$ cat config.mk
export PLATFORM = sky130hd
export DESIGN_NAME = cmd_entry_fsm
export DESIGN_NICKNAME = d
export VERILOG_FILES = /design/src/rtl/cmd_entry_fsm.sv
export SDC_FILE = /design/constraint.sdc
export NUM_CORES = 1
export LEC_CHECK = 0
export ABC_AREA = 1
export CAP_MARGIN = 20
export CORE_ASPECT_RATIO = 0.9
export CORE_MARGIN = 5
export CORE_UTILIZATION = 35
export CTS_CLUSTER_SIZE = 10
export DETAILED_ROUTE_END_ITERATION = 8
export PLACE_DENSITY_LB_ADDON = 0.08
export SLEW_MARGIN = 10
export SYNTH_ARGS = -nofsm -noshare
export SYNTH_HDL_FRONTEND = slang
export SYNTH_SLANG_ARGS = --single-unit
$ cat constraint.sdc
create_clock -name clk -period 1.8 [get_ports clk]
set_clock_uncertainty 0.15 [all_clocks]
set_input_delay 0.45 -clock clk [delete_from_list [all_inputs] [get_ports clk]]
set_output_delay 0.45 -clock clk [all_outputs]
set_load 0.05 [all_outputs]
$ cat src/rtl/cmd_entry_fsm.sv
`timescale 1ns/1ps
// cmd_entry_fsm
// Per-master command entry stage feeding master_module. Push-button presses
// step through slave / address / burst (+rw) / data entry from the switch
// array. A confirm press arms the command, and the block issues a single-cycle
// read or write strobe once the paired master is idle.
//
// Ports:
//   clk, rst            clock, asynchronous active-low reset
//   next_btn            advance/confirm button (active-high, asynchronous)
//   cancel_btn          abort-entry button (active-high, asynchronous)
//   switch_array[11:0]  field value entry (quasi-static, sampled directly)
//   rw_switch           1 = write, 0 = read (latched with the burst field)
//   master_busy         busy flag from the paired master
//   read, write         one-cycle command strobes
//   data, address, slave, burst_num   latched command fields
//   entry_state         current FSM state encoding (for LEDs)
//   cmd_pending         high from confirm until the master returns idle
//
// Optional feature macro: CMD_AUTO_INCR_EN
//   When defined, a completed command advances address by burst_num and
//   re-enters S_DATA (write) or S_ARMED (read) for fast sequential bursts.
module cmd_entry_fsm #(
    parameter int SLAVE_LEN       = 2,
    parameter int ADDR_LEN        = 12,
    parameter int DATA_LEN        = 8,
    parameter int BURST_LEN       = 12,
    parameter int DEBOUNCE_CYCLES = 4
) (
    input  logic                 clk,
    input  logic                 rst,
    input  logic                 next_btn,
    input  logic                 cancel_btn,
    input  logic [11:0]          switch_array,
    input  logic                 rw_switch,
    input  logic                 master_busy,
    output logic                 read,
    output logic                 write,
    output logic [DATA_LEN-1:0]  data,
    output logic [ADDR_LEN:0]    address,
    output logic [SLAVE_LEN-1:0] slave,
    output logic [BURST_LEN:0]   burst_num,
    output logic [2:0]           entry_state,
    output logic                 cmd_pending
);

    localparam int CNT_W = $clog2(DEBOUNCE_CYCLES + 1);
    localparam logic [CNT_W-1:0] DB_LAST = CNT_W'(DEBOUNCE_CYCLES - 1);
    localparam int BW = BURST_LEN + 1;

    typedef enum logic [2:0] {
        S_SLAVE = 3'd0,
        S_ADDR  = 3'd1,
        S_BURST = 3'd2,
        S_DATA  = 3'd3,
        S_ARMED = 3'd4,
        S_ISSUE = 3'd5,
        S_WAIT  = 3'd6
    } state_t;

    // Button conditioning: index 0 = next, index 1 = cancel.
    logic [1:0]       btn_raw;
    logic [1:0]       sync_p0;
    logic [1:0]       sync_p1;
    logic [1:0]       db_lvl;
    logic [1:0]       btn_evt;
    logic [CNT_W-1:0] db_cnt [2];

    logic next_evt;
    logic cancel_evt;

    assign btn_raw    = {cancel_btn, next_btn};
    assign next_evt   = btn_evt[0];
    assign cancel_evt = btn_evt[1];

    // Two-flop synchroniser, then a level debouncer: the accepted level only
    // flips after DEBOUNCE_CYCLES consecutive differing samples, and an event
    // fires only on an accepted rising level, so a held button yields one event.
    always_ff @(posedge clk or negedge rst) begin
        if (!rst) begin
            sync_p0 <= '0;
            sync_p1 <= '0;
            db_lvl  <= '0;
            btn_evt <= '0;
            for (int i = 0; i < 2; i++) db_cnt[i] <= '0;
        end else begin
            sync_p0 <= btn_raw;
            sync_p1 <= sync_p0;
            for (int i = 0; i < 2; i++) begin
                btn_evt[i] <= 1'b0;
                if (sync_p1[i] == db_lvl[i]) begin
                    db_cnt[i] <= '0;
                end else if (db_cnt[i] == DB_LAST) begin
                    db_lvl[i]  <= sync_p1[i];
                    db_cnt[i]  <= '0;
                    btn_evt[i] <= sync_p1[i];
                end else begin
                    db_cnt[i] <= db_cnt[i] + CNT_W'(1);
                end
            end
        end
    end

    state_t state, state_nxt;
    logic   rw_lat;
    logic   busy_seen;
    logic [4:0] tmo_cnt;

    logic cap_slave, cap_addr, cap_burst, cap_data;
    logic set_pend, clr_pend, rd_nxt, wr_nxt, cmd_done;

    logic [BURST_LEN-1:0] sw_burst;
    logic [BURST_LEN:0]   burst_cap;

    // A zero burst is meaningless to the master, so it is stored as 1.
    assign sw_burst  = BURST_LEN'(switch_array);
    assign burst_cap = (sw_burst == '0) ? BW'(1) : {1'b0, sw_burst};

`ifdef CMD_AUTO_INCR_EN
    logic [ADDR_LEN-1:0] addr_inc;
    assign addr_inc = address[ADDR_LEN-1:0] + ADDR_LEN'(burst_num);
`endif

    always_comb begin
        state_nxt = state;
        cap_slave = 1'b0;
        cap_addr  = 1'b0;
        cap_burst = 1'b0;
        cap_data  = 1'b0;
        set_pend  = 1'b0;
        clr_pend  = 1'b0;
        rd_nxt    = 1'b0;
        wr_nxt    = 1'b0;
        cmd_done  = 1'b0;

        case (state)
            S_SLAVE: if (next_evt) begin cap_slave = 1'b1; state_nxt = S_ADDR;  end
            S_ADDR:  if (next_evt) begin cap_addr  = 1'b1; state_nxt = S_BURST; end
            S_BURST: if (next_evt) begin
                cap_burst = 1'b1;
                state_nxt = rw_switch ? S_DATA : S_ARMED;
            end
            S_DATA:  if (next_evt) begin cap_data  = 1'b1; state_nxt = S_ARMED; end
            S_ARMED: if (next_evt) begin set_pend  = 1'b1; state_nxt = S_ISSUE; end
            S_ISSUE: if (!master_busy) begin
                rd_nxt    = !rw_lat;
                wr_nxt    = rw_lat;
                state_nxt = S_WAIT;
            end
            S_WAIT: begin
                // Done on busy rise-then-fall, or if busy never rose within
                // 16 cycles of the strobe.
                if (!master_busy && (busy_seen || tmo_cnt == 5'd15)) cmd_done = 1'b1;
            end
            default: state_nxt = S_SLAVE;
        endcase

        if (cmd_done) begin
            clr_pend = 1'b1;
`ifdef CMD_AUTO_INCR_EN
            state_nxt = rw_lat ? S_DATA : S_ARMED;
`else
            state_nxt = S_SLAVE;
`endif
        end

        // Cancel wins over a simultaneous next; ignored once the command issues.
        if (cancel_evt && (state <= S_ARMED)) begin
            state_nxt = S_SLAVE;
            cap_slave = 1'b0;
            cap_addr  = 1'b0;
            cap_burst = 1'b0;
            cap_data  = 1'b0;
            set_pend  = 1'b0;
            clr_pend  = 1'b1;
        end
    end

    always_ff @(posedge clk or negedge rst) begin
        if (!rst) begin
            state       <= S_SLAVE;
            read        <= 1'b0;
            write       <= 1'b0;
            data        <= '0;
            address     <= '0;
            slave       <= '0;
            burst_num   <= '0;
            rw_lat      <= 1'b0;
            cmd_pending <= 1'b0;
            busy_seen   <= 1'b0;
            tmo_cnt     <= '0;
        end else begin
            state <= state_nxt;
            read  <= rd_nxt;
            write <= wr_nxt;
            if (cap_slave) slave   <= SLAVE_LEN'(switch_array);
            if (cap_addr)  address <= {1'b0, ADDR_LEN'(switch_array)};
            if (cap_burst) begin
                burst_num <= burst_cap;
                rw_lat    <= rw_switch;
            end
            if (cap_data)  data <= DATA_LEN'(switch_array);
            if (set_pend)      cmd_pending <= 1'b1;
            else if (clr_pend) cmd_pending <= 1'b0;
            if (rd_nxt || wr_nxt) begin
                busy_seen <= 1'b0;
                tmo_cnt   <= '0;
            end else if (state == S_WAIT) begin
                if (master_busy)       busy_seen <= 1'b1;
                if (tmo_cnt != 5'd31)  tmo_cnt   <= tmo_cnt + 5'd1;
            end
`ifdef CMD_AUTO_INCR_EN
            if (cmd_done) address <= {1'b0, addr_inc};
`endif
        end
    end

    assign entry_state = state;

endmodule

* Word-level counts from Yosys, hierarchy flattened
Index checks and enable logic that the tools add are counted.
Word-level totals: bits in registers 62, latch bits 0, bits in writable memories 0, bits in read-only memories 0, input port bits 18, output and inout bits 42, memories kept 0
Cells by class: add/subtract/negate cells 3, multipliers 0, div/mod/pow operators 0, order comparisons 1, equality and inequality tests 19, shift operators 0, muxes and demuxes 46, bitwise operators 2, reduce and logical (&&, ||, !) cells 17
Operator list (count):
- 2-to-1 mux 3 bit | 13
- 2-to-1 mux 1 bit | 28
- != test 4 bit, second input constant | 6
- case mux 3 bit (7 select lines) | 1
- 2-to-1 mux 5 bit | 3
- equality test 3 x 2 -> 1 bit, second input constant | 4
- zero test 12 bit | 1
- 2-to-1 mux 12 bit | 1
- equality test 3 bit, second input constant | 3
- AND reduction 2 bit | 4
- nonzero test 2 bit | 4
- AND reduction 7 bit | 1
- adder 3 x 1 -> 3 bit, second input constant | 2
- adder 5 x 1 -> 5 bit, second input constant | 1
- equality test 5 x 4 -> 1 bit, second input constant | 1
- != test 5 bit, second input constant | 1
- equality test 3 x 1 -> 1 bit, second input constant | 1
- <= comparator 3 bit, second input constant | 1
- zero test 3 bit | 1
- != test 3 bit, second input constant | 1
- equality test 1 bit | 2
- logical AND 1 bit | 2
- zero test 1 bit | 2
- logical OR 1 bit | 2
- inverter 1 bit | 2

* Depth between registers and ports, before layout
word-level depth 9, mapped depth 10, depth with buffers taken out 10

* Least setup slack after synthesis
No wires, ideal clock.
path kind register to register, start register state[0] (netlist: entry_state[0]), end register data[2], library setup time 73 ps, arrival 1586 ps, data required time 1577 ps, setup slack -9 ps, cell stages (with the launch flop) 6, path buffers 1, period minus slack after synthesis 1809 ps, path through dfrtp_1 -> inv_2 -> nor4_4 -> buf_6 -> nor2_1 -> a21oi_2
On the way: longest elaborated chain between the ends 3
RTL lines:
- from (decl) | RTL line 104 | state_t state, state_nxt;
- from (signal assigned) | RTL line 193 | state <= state_nxt;
- <= comparator 3 bit or equality test 3 x 2 -> 1 bit (tied branches) | RTL line 168, 136
- logical AND 1 bit or 2-to-1 mux 1 bit (tied branches) | RTL line 168, 136
- 2-to-1 mux 1 bit (*) | RTL line 168 | if (cancel_evt && (state <= S_ARMED)) begin
- to (signal assigned) | RTL line 202 | if (cap_data) data <= DATA_LEN'(switch_array);
- to (decl) | RTL line 39 | output logic [DATA_LEN-1:0] data,
Every way passes the cells marked *; elsewhere a longest branch is shown, timed or not. A chain may end at the register's enable or synchronous reset.

* Final worst setup path
start register tmo_cnt[0], end register state[1] (netlist: entry_state[1])
On the way: longest elaborated chain between the ends 7
RTL lines:
- from (decl) | RTL line 107 | logic [4:0] tmo_cnt;
- from (signal assigned) | RTL line 210 | if (tmo_cnt != 5'd31) tmo_cnt <= tmo_cnt + 5'd1;
- equality test 5 x 4 -> 1 bit (*) | RTL line 153 | if (!master_busy && (busy_seen || tmo_cnt == 5'd15)) cmd_done = 1'b1;
- logical OR 1 bit (*) | RTL line 153
- logical AND 1 bit (*) | RTL line 153
- 2-to-1 mux 1 bit (*) | RTL line 153
- 2-to-1 mux 1 bit (*) | RTL line 136 | case (state)
- != test 4 bit (no line), or another cell as far along
- AND reduction 7 bit (no line) or 2-to-1 mux 3 bit (tied branches)
Marked as above.

==> reports/results.txt <==
status = completed
die boundary height = 90.2 um
Yosys reg bits = 61
hold slack = 0.202 ns
postcts setup bufs = 0
largest family of logic cells by synthesized area = simple AND/OR/NAND/NOR gates
Synth Flop Type = dfrtp_1
Critical Path AT = 1.74 ns
Yosys top cell by area = dfrtp_1
commonest cells in the synthesized netlist = nand2_1, dfrtp_1, inv_1, o21ai_0, nor2_1
Clk Latency, worst-skew pair = 0.33 ns
Core Box Area = 0.00700 sq mm
area growth from synthesis to layout = 56.7%
CP Buf/Inv Count = 1
CP Class = flip-flop to flip-flop
CP Capture Type = flip-flop
clk sinks = 61
vias per cell = 4.54
asr flop ratio synth = 1.00
H-tree depth = 3
Routed WL = 5620 um
DP Wirelength = 4080 um
CP max stage delay = 0.40 ns
XOR/XNOR share of the synthesized area = 0.0105
Synth Area in Simple Gates = 0.179
via count = 1986
Top Ports = 60
max-cap viol count = 0
Initial Utilization = 0.357
CTS tree = yes
Starting DRT DRC Count = 75
Power Density = 1680 mW/mm^2
share of the core filled with cells = 0.560
Adder-Cell Fraction of Synth Area = 0.0250
CP max-delay cell = dfrtp_1
RSZ-0062 raised after global routing = false
CTS Buffer Depth = 2
setup tns final = 0 ns
Placed Area = 0.00364 sq mm
Final min period = 1.67 ns
n_diodes = 0
CTS clk-pin slew, worst paths = 0.07 ns
Worst path top cell family by delay = flip-flops
DIE AREA = 0.00894 sq mm
Num CTS Buffers = 9
Final Hold Vio Count = 0
root buf cell = clkbuf_8
Syn Inst Count = 266
vias in the first global route = 1847
synth warn = 0
Final Cell Area = 0.00392 sq mm
Synth area leaders = dfrtp_1, nand2_1, o21ai_0, inv_1, nor2_1
global-route wire length before repair = 9180 um
most common cell in the netlist = nand2_1
Synth top area share = 0.610
Post-Syn Area = 0.00250 sq mm
layout cells sized above 1 = 0.230
WP data required = 1.88 ns
synthesized area per cell = 9.41 sq um
ANT nets after route = 0
FF-to-FF setup slack = 0.13 ns
CP Launch Type = flip-flop
Setup violations, final = 0
grt total ovfl = 0
Slew Viols, Final = 0
Tot Pwr = 6.59 mW
DR pass1 iterations = 4
initial antenna violation count = 0
Row Count = 29
post-synthesis mux area share = 0
GRT Total Usage = 0.131
IR drop worst, VDD = 768 uV
largest net degree at the start of global routing = 62
number of flops mapped to enable cells by yosys = 0
leak pwr = 1.94 nW
critical path, cell by cell = ha_1 > inv_1 > nor2_2 > ha_1 > o21ai_2 > nand3_2 > nand3_2 > nor2_1 > nand2_1 > nand2_1
worst-path maximum fanout = 3
fin nets = 362
wire length per cell = 12.9 um
period utilisation layout = 0.925
gpl congestion = 0.772
remaining routing DRC violations = 0
Compound-Gate Fraction of Synth Area = 0.104
Max Fclk = 0.601 GHz
HP Class = flip-flop to flip-flop
die width = 99.1 um
Port Buffers = 57
sequential share of the synthesized area = 0.610
Unique masters post-synth = 26
final timing paths:
check	end	depth (start not counted)	from
max	entry_state[1]$_DFFE_PN0P_	10	tmo_cnt[0]$_DFFE_PN0P_
max reg2reg	entry_state[1]$_DFFE_PN0P_	10	tmo_cnt[0]$_DFFE_PN0P_
max in group asynchronous	entry_state[0]$_DFFE_PN0P_	3	rst
min	sync_p1[1]$_DFF_PN0_	0	sync_p0[1]$_DFF_PN0_
min in group asynchronous	entry_state[2]$_DFFE_PN0P_	3	rst
min reg2reg	sync_p1[1]$_DFF_PN0_	0	sync_p0[1]$_DFF_PN0_
metal layers:
metal,GRT usage,share of wire
met4,0.0648,0.020
met1,0.180,0.46
met3,0.0341,0.051
met2,0.192,0.46
met5,0,0
flip-flops by register name, summed over array words and instances (netlist names), 3 cells and up:
signal / cells
address: 12
burst_num: 12
data: 8
db_cnt: 6
entry_state: 3
tmo_cnt: 5
where the power goes:
group	internal [mW]	total [mW]	switching, mW	leakage, nW
combinational	1.37	2.96	1.59	1.16
clock	0.929	1.45	0.524	0.126
sequential	1.78	2.18	0.400	0.648
timing repair:
action                     in CTS  in global routing
hold endpoints to repair       61                  0
hold buffers                    1                  0
resized for setup               0                  8
setup endpoints to repair       0                  8
area by class of cell:
type                    instances  area [sq um]
multi-input cells             164           827
fillers                       641          3080
inverters                      35           131
well taps                      93           116
flip-flops and latches         61          1530
clock buffers                  13           179
clock inverters                 3          65.1
repair buffers                 68          1080
cells in the final DEF, fill, tap and decap left out, drive strengths merged:
cell type and count:
dfrtp 61, bufinv 2, xnor2 2, dlygate4sd3 1, o21ai 32, a22o 1, o22ai 2, conb 2
nand2 63, o31ai 1, nand4 6, clkdlybuf4s50 16, nor3 7, xor2 1, ha 5, clkbuf 13
buf 51, a21boi 1, clkinv 1, a21oi 10, nor4 1, inv 35, a31oi 1, nand3 6
nor2 23
per-stage QoR:
| stage | std cells | setup slack, ns |
|---|---|---|
| 6_report | 437 | 0.135 |
| 5_1_grt | 437 | 0.00641 |
| 4_1_cts | 437 | 0.00222 |
| 3_5_place_dp | 420 | 0.0299 |
| 3_3_place_gp | 420 | 0.0580 |
| 2_1_floorplan | 267 | 0.0130 |
cells by family after synthesis:
group / after synthesis
AO/OA/AOI/OAI: 48
XOR/XNOR: 3
adder cells (fa/ha/maj): 5
buffers and inverters: 42
flip-flops: 61
other: 1
AND/OR/NAND/NOR: 106
Power figures use the tool's default switching activity.
